===== src/rtl/dunit_latch_reader_pkg.sv =====
// Shared types and frame constants for the EX/M latch debug reader.
package dunit_pkg;

    typedef enum logic [2:0] {
        IDLE,
        RUN,
        STEP,
        SNAP,
        SEND,
        DONE
    } state_t;

    localparam logic [7:0] FRAME_HDR   = 8'hE4;
    localparam int         FRAME_BYTES = 16;
    localparam logic [3:0] LAST_IDX    = 4'(FRAME_BYTES - 1);

    // Byte offsets of each field inside the dump frame (multi-byte fields MSB first).
    localparam int OFS_HDR   = 0;
    localparam int OFS_PC    = 1;
    localparam int OFS_ALU   = 5;
    localparam int OFS_WDATA = 9;
    localparam int OFS_ADDR  = 13;
    localparam int OFS_CTRL  = 14;

endpackage


===== src/rtl/dunit_latch_reader.sv =====
// Debug-unit controller: drives the pipeline clock enable and dumps a frozen
// EX/M latch snapshot as a 16-byte valid/ready frame toward the UART TX.
module dunit_latch_reader
    import dunit_pkg::*;
#(
    parameter int NB_REG  = 32,
    parameter int NB_CTRL = 9,
    parameter int NB_ADDR = 5,
    parameter int NB_BYTE = 8
) (
    input  logic               i_clk,
    input  logic               i_reset,
    input  logic               i_run,
    input  logic               i_step,
    input  logic               i_dump,
    input  logic [NB_REG-1:0]  i_pc_eight,
    input  logic [NB_REG-1:0]  i_alu_result,
    input  logic [NB_REG-1:0]  i_w_data,
    input  logic [NB_ADDR-1:0] i_data_addr,
    input  logic [NB_CTRL-1:0] i_control_from_ex,
    output logic               o_dunit_clk_en,
    output logic [NB_BYTE-1:0] o_tx_data,
    output logic               o_tx_valid,
    input  logic               i_tx_ready,
    output logic               o_busy,
    output logic               o_done
);

    state_t             state;
    logic [3:0]         idx;
    logic [NB_REG-1:0]  sh_pc;
    logic [NB_REG-1:0]  sh_alu;
    logic [NB_REG-1:0]  sh_wdata;
    logic [NB_ADDR-1:0] sh_addr;
    logic [NB_CTRL-1:0] sh_ctrl;

    // Fields padded to their frame widths.
    logic [31:0] pc_w;
    logic [31:0] alu_w;
    logic [31:0] wd_w;
    logic [7:0]  addr_w;
    logic [15:0] ctrl_w;

    assign pc_w   = 32'(sh_pc);
    assign alu_w  = 32'(sh_alu);
    assign wd_w   = 32'(sh_wdata);
    assign addr_w = 8'(sh_addr);
    assign ctrl_w = 16'(sh_ctrl);

    // The mux looks one byte ahead so o_tx_data can be registered on the handshake edge.
    logic [3:0] sel_idx;
    logic [7:0] frame_byte;

    always_comb begin
        // NOTE: every always_comb output gets a default first so no latch is inferred.
        sel_idx    = 4'(OFS_HDR);
        frame_byte = 8'h00;
        if (state == SEND) begin
            sel_idx = 4'(idx + 4'd1);
        end
        case (sel_idx)
            4'(OFS_HDR):       frame_byte = FRAME_HDR;
            4'(OFS_PC):        frame_byte = pc_w[31:24];
            4'(OFS_PC + 1):    frame_byte = pc_w[23:16];
            4'(OFS_PC + 2):    frame_byte = pc_w[15:8];
            4'(OFS_PC + 3):    frame_byte = pc_w[7:0];
            4'(OFS_ALU):       frame_byte = alu_w[31:24];
            4'(OFS_ALU + 1):   frame_byte = alu_w[23:16];
            4'(OFS_ALU + 2):   frame_byte = alu_w[15:8];
            4'(OFS_ALU + 3):   frame_byte = alu_w[7:0];
            4'(OFS_WDATA):     frame_byte = wd_w[31:24];
            4'(OFS_WDATA + 1): frame_byte = wd_w[23:16];
            4'(OFS_WDATA + 2): frame_byte = wd_w[15:8];
            4'(OFS_WDATA + 3): frame_byte = wd_w[7:0];
            4'(OFS_ADDR):      frame_byte = addr_w;
            4'(OFS_CTRL):      frame_byte = ctrl_w[15:8];
            4'(OFS_CTRL + 1):  frame_byte = ctrl_w[7:0];
            default:           frame_byte = 8'h00;
        endcase
    end

    always_ff @(posedge i_clk or negedge i_reset) begin
        if (!i_reset) begin
            state          <= IDLE;
            idx            <= 4'd0;
            o_dunit_clk_en <= 1'b0;
            o_tx_data      <= '0;
            o_tx_valid     <= 1'b0;
            o_busy         <= 1'b0;
            o_done         <= 1'b0;
            // NOTE: the shadow is a handful of flops, not a RAM, so it is cleared like any other state.
            sh_pc          <= '0;
            sh_alu         <= '0;
            sh_wdata       <= '0;
            sh_addr        <= '0;
            sh_ctrl        <= '0;
        end else begin
            // NOTE: non-blocking assignments keep every register update tied to the same edge.
            o_done <= 1'b0;
            case (state)
                IDLE: begin
                    if (i_dump) begin
                        state  <= SNAP;
                        o_busy <= 1'b1;
                    end else if (i_step) begin
                        state          <= STEP;
                        o_dunit_clk_en <= 1'b1;
                    end else if (i_run) begin
                        state          <= RUN;
                        o_dunit_clk_en <= 1'b1;
                    end
                end
                RUN: begin
                    if (i_dump) begin
                        state          <= SNAP;
                        o_dunit_clk_en <= 1'b0;
                        o_busy         <= 1'b1;
                    end else if (!i_run) begin
                        state          <= IDLE;
                        o_dunit_clk_en <= 1'b0;
                    end
                end
                STEP: begin
                    state          <= IDLE;
                    o_dunit_clk_en <= 1'b0;
                end
                SNAP: begin
                    sh_pc      <= i_pc_eight;
                    sh_alu     <= i_alu_result;
                    sh_wdata   <= i_w_data;
                    sh_addr    <= i_data_addr;
                    sh_ctrl    <= i_control_from_ex;
                    idx        <= 4'd0;
                    o_tx_data  <= NB_BYTE'(frame_byte);
                    o_tx_valid <= 1'b1;
                    state      <= SEND;
                end
                SEND: begin
                    if (i_tx_ready) begin
                        if (idx == LAST_IDX) begin
                            o_tx_valid <= 1'b0;
                            o_tx_data  <= '0;
                            o_done     <= 1'b1;
                            state      <= DONE;
                        end else begin
                            idx       <= 4'(idx + 4'd1);
                            o_tx_data <= NB_BYTE'(frame_byte);
                        end
                    end
                end
                DONE: begin
                    o_busy <= 1'b0;
                    if (i_run) begin
                        state          <= RUN;
                        o_dunit_clk_en <= 1'b1;
                    end else begin
                        state <= IDLE;
                    end
                end
                default: begin
                    state          <= IDLE;
                    o_dunit_clk_en <= 1'b0;
                    o_tx_valid     <= 1'b0;
                    o_busy         <= 1'b0;
                end
            endcase
        end
    end

endmodule


===== config.mk =====
export PLATFORM = sky130hd
export DESIGN_NAME = dunit_latch_reader
export DESIGN_NICKNAME = d
export VERILOG_FILES = /design/src/rtl/dunit_latch_reader_pkg.sv /design/src/rtl/dunit_latch_reader.sv
export SDC_FILE = /design/constraint.sdc
export NUM_CORES = 1
export LEC_CHECK = 0
export CAP_MARGIN = 30
export CORE_MARGIN = 3
export CORE_UTILIZATION = 58
export CTS_BUF_LIST = sky130_fd_sc_hd__clkbuf_4
export DETAILED_ROUTE_END_ITERATION = 16
export GPL_TIMING_DRIVEN = 0
export HOLD_SLACK_MARGIN = 0.02
export PLACE_DENSITY_LB_ADDON = 0.3
export RECOVER_POWER = 100
export SKIP_CTS_REPAIR_TIMING = 1
export SYNTH_ARGS = -nofsm -noshare
export SYNTH_HDL_FRONTEND = slang
export SYNTH_SLANG_ARGS = --single-unit

===== constraint.sdc =====
create_clock -name i_clk -period 3.5 [get_ports i_clk]
set_clock_uncertainty 0.15 [all_clocks]
set_input_delay 0.35 -clock i_clk [delete_from_list [all_inputs] [get_ports i_clk]]
set_output_delay 0.35 -clock i_clk [all_outputs]
set_load 0.005 [all_outputs]

==> flow_summary.ini <==
[sta]
fmax_ghz = 0.323
finalWorstSetupSlack_ns = 0.399
final.min_clock_period_ns = 3.10
timing.hold.ws_ns = 0.248
slew_violations = 32
period_share_pct = 88.6
maxSlewHeadroom_pct = -21.9
tightest_slew_ns = 1.83
hold_viol = 0
rsz0062_at_grt = no
setup_violations = 0

[clocking]
ctsHtreeMaxLevel = 4
worstSkewPairLatency_ns = 0.56
clk_path_buf_depth = 2
cts.sinks = 129
cts_tree = yes
clk_pin_slew_ns = 0.12
cts_made_buffers = 17
cts_root_buf = clkbuf_4

[place]
dp_cells = 791
port-buffer-count = 127
place_area_um2 = 7840
hpwl_um = 15400
pre_cts_slack_ns = 0.508
gp_congestion = 0.981

[pwr]
vdd_drop_max_uv = 695
pwr_density_cell_nw_per_um2 = 789
p_leak_nw = 3.27

[layout]
regArea_um2 = 3230
final_cell_area_um2 = 8100
nets = 793
fillers = 705
stdcell_count = 824
area_delta_synth_final_pct = 27.3
drive_above_1_share_pct = 24.7
multi_input_area_um2 = 2910
antenna_cells = 0

[detailed_routing]
ant_nets = 0
routed_wl_um = 21300
drt_iter0_markers = 629
vias_per_cell = 6.49
wl_per_cell_um = 25.9
drc = 0
drtPass1Iterations = 5
vias = 5350

[logic_synthesis]
synth_cell_type_count = 66
yosys-top-cells-area = dfrtp_1 (51%), mux2_2 (19%), a21oi_1 (3.0%), mux2i_1 (1.9%), nand2_1 (1.9%)
syn_area_per_cell_um2 = 12.1
synth_seq_area_share_pct = 50.7
ys_seq_elements = 129
synth_edf_count = 0
synthCells = 527
synth.top_cell.area_share_pct = 50.7
yosys_warnings = 0
synth_top_area_cell = dfrtp_1
synthFlopType = dfrtp_1
netlist_area_um2 = 6370
syn_nets = 644
async_flop_share_pct = 100

[critical_path]
crit_path_top_delay_cell = a2111oi_2
start_kind = flop
crit_chain = clkbuf_1 > nor3b_1 > a21boi_1 > a2111oi_2 > a21oi_1 > a31oi_1
crit_required_ns = 3.83
arrival_ns = 3.43
criticalPathCategory = flop to flop
worstPathMaxFanout = 10
cpPeakStageDelay_ns = 0.85
endpoint_kind = flop

[worst_hold_path]
hold_path_class = primary input to flop

[die]
die_y_um = 111
design.core.area_um2 = 10500
start_util_pct = 60.6
die-area_um2 = 12300
fp-row-count = 37
chipWidth_um = 111
io_pins = 128

[global_route]
grt_max_degree = 99
overflow = 0
grt_first_pass_wirelength_um = 33000
gr-usage-all-layers_pct = 35.5
antenna_found_initial = 0
grt_pass1_vias = 5756

[run_status]
violations = max-capacitance violations, max-slew violations
outcome = finished with violations

[flow_run]
drv_cap = 1
cell usage in the layout (no fill, tap or decap), types with 3 or more instances in the layout:
cell             count
dfrtp_1            129
clkdlybuf4s50_1    114
mux2_2             107
a21oi_1             39
nand2_1             32
clkbuf_1            21
nand3_1             18
clkbuf_4            18
nor2_1              17
nor3_1              13
dlygate4sd3_1       13
mux2i_1             12
a31oi_1             12
buf_2               10
a32oi_1              9
o21ai_0              8
mux2_1               7
nand3b_1             5
a22o_1               5
nand4_1              5
o21ai_1              5
buf_4                4
o211ai_1             4
a22oi_1              4
xnor2_1              3
inv_1                3
a211oi_1             3
nor4_1               3
bufinv_16            3
inv_6                3
logic make-up (layout without fill, tap and decap cells):
group / after synthesis / count (layout) / share of synthesized area (%)
AOI/OAI and AO/OA: 112 / 112 / 12.2
xor gates and xnor gates: 7 / 7 / 1.85
adders and majority gates: 1 / 1 / 0.196
buffers and inverters: 40 / 201 / 3.20
DFF: 129 / 129 / 50.7
muxes: 126 / 126 / 22.0
and+or+nand+nor: 112 / 112 / 9.79
area by class of cell:
class | count | area share, %
Tap cell | 136 | 2.10
Buffer | 36 | 2.15
Clock inverter | 13 | 1.99
Inverter | 4 | 0.185
Timing Repair Buffer | 130 | 16.2
Multi-Input combinational cell | 358 | 35.9
Clock buffer | 18 | 1.67
Sequential cell | 129 | 39.8
layer usage:
metal	track usage (%)	wire length, um	up-vias
met1	43.8	7880	2662
met4	13.9	749	0
met5	0	0	-
met2	58.9	10700	353
met3	10.3	1980	71
li1	-	-	2264
worst paths after layout:
kind | from | depth (start not counted) | to | slack (ns)
max in group asynchronous | i_reset | 3 | sh_wdata[16] | 1.30
setup reg to reg | state[0] | 6 | o_tx_data[1] | 0.40
min in group asynchronous | i_reset | 2 | state[0] | 0.67
hold reg to reg | alu_w[17] | 1 | alu_w[17] | 0.37
setup / recovery | state[0] | 6 | o_tx_data[1] | 0.40
hold / removal | i_alu_result[20] | 2 | alu_w[20] | 0.25
Yosys cell counts (all sizes together), types with 2 or more instances:
cell,count
xnor2,5
xor2,2
dfrtp,129
clkbuf,6
nor4,3
nand3b,5
o21ai,13
a221oi,2
a31oi,12
o211ai,4
nor2,22
nand4,5
a32oi,9
a22o,5
o22ai,2
a311oi,2
a22oi,5
nand2,32
nand3,19
and3,2
a32o,2
a21oi,39
nor3,15
buf,30
o2bb2ai,2
mux2,114
mux2i,12
nor2b,2
a211oi,3
inv,4
a2111oi,3
per-stage QoR:
stage	TNS (ns)	power (mW)	util (%)
floorplan	0	4.26	-
global placement	-368.68	5.09	74.3
detailed placement	0	5.28	74.6
CTS	0	6.36	77.4
global route	0	6.69	77.1
finish	0	6.39	77.1
critical path, delay by kind of cell, from the launching register on:
| kind | cells | cell delay, ns |
|---|---|---|
| AOI/OAI and AO/OA | 4 | 1.56 |
| buffers and inverters | 1 | 0.23 |
| DFF | 1 | 0.43 |
| and+or+nand+nor | 1 | 0.65 |
flip-flops by register name (all words and copies together), names as in the netlist:
name and cells:
o_busy 1, pc_w 32, sh_addr 5, alu_w 32
state 3, o_dunit_clk_en 1, idx 4, o_done 1
sh_ctrl 9, sh_wdata 32, o_tx_valid 1, o_tx_data 8
power breakdown:
part	total (mW)	internal (mW)	leakage [nW]	switching (mW)
Sequential	2.71	2.22	1.53	0.487
Combinational	2.60	1.25	1.59	1.34
Clock	1.09	0.501	0.154	0.591
Total	6.39	3.97	3.27	2.42
Note: power is estimated with default switching activity, not from simulation.
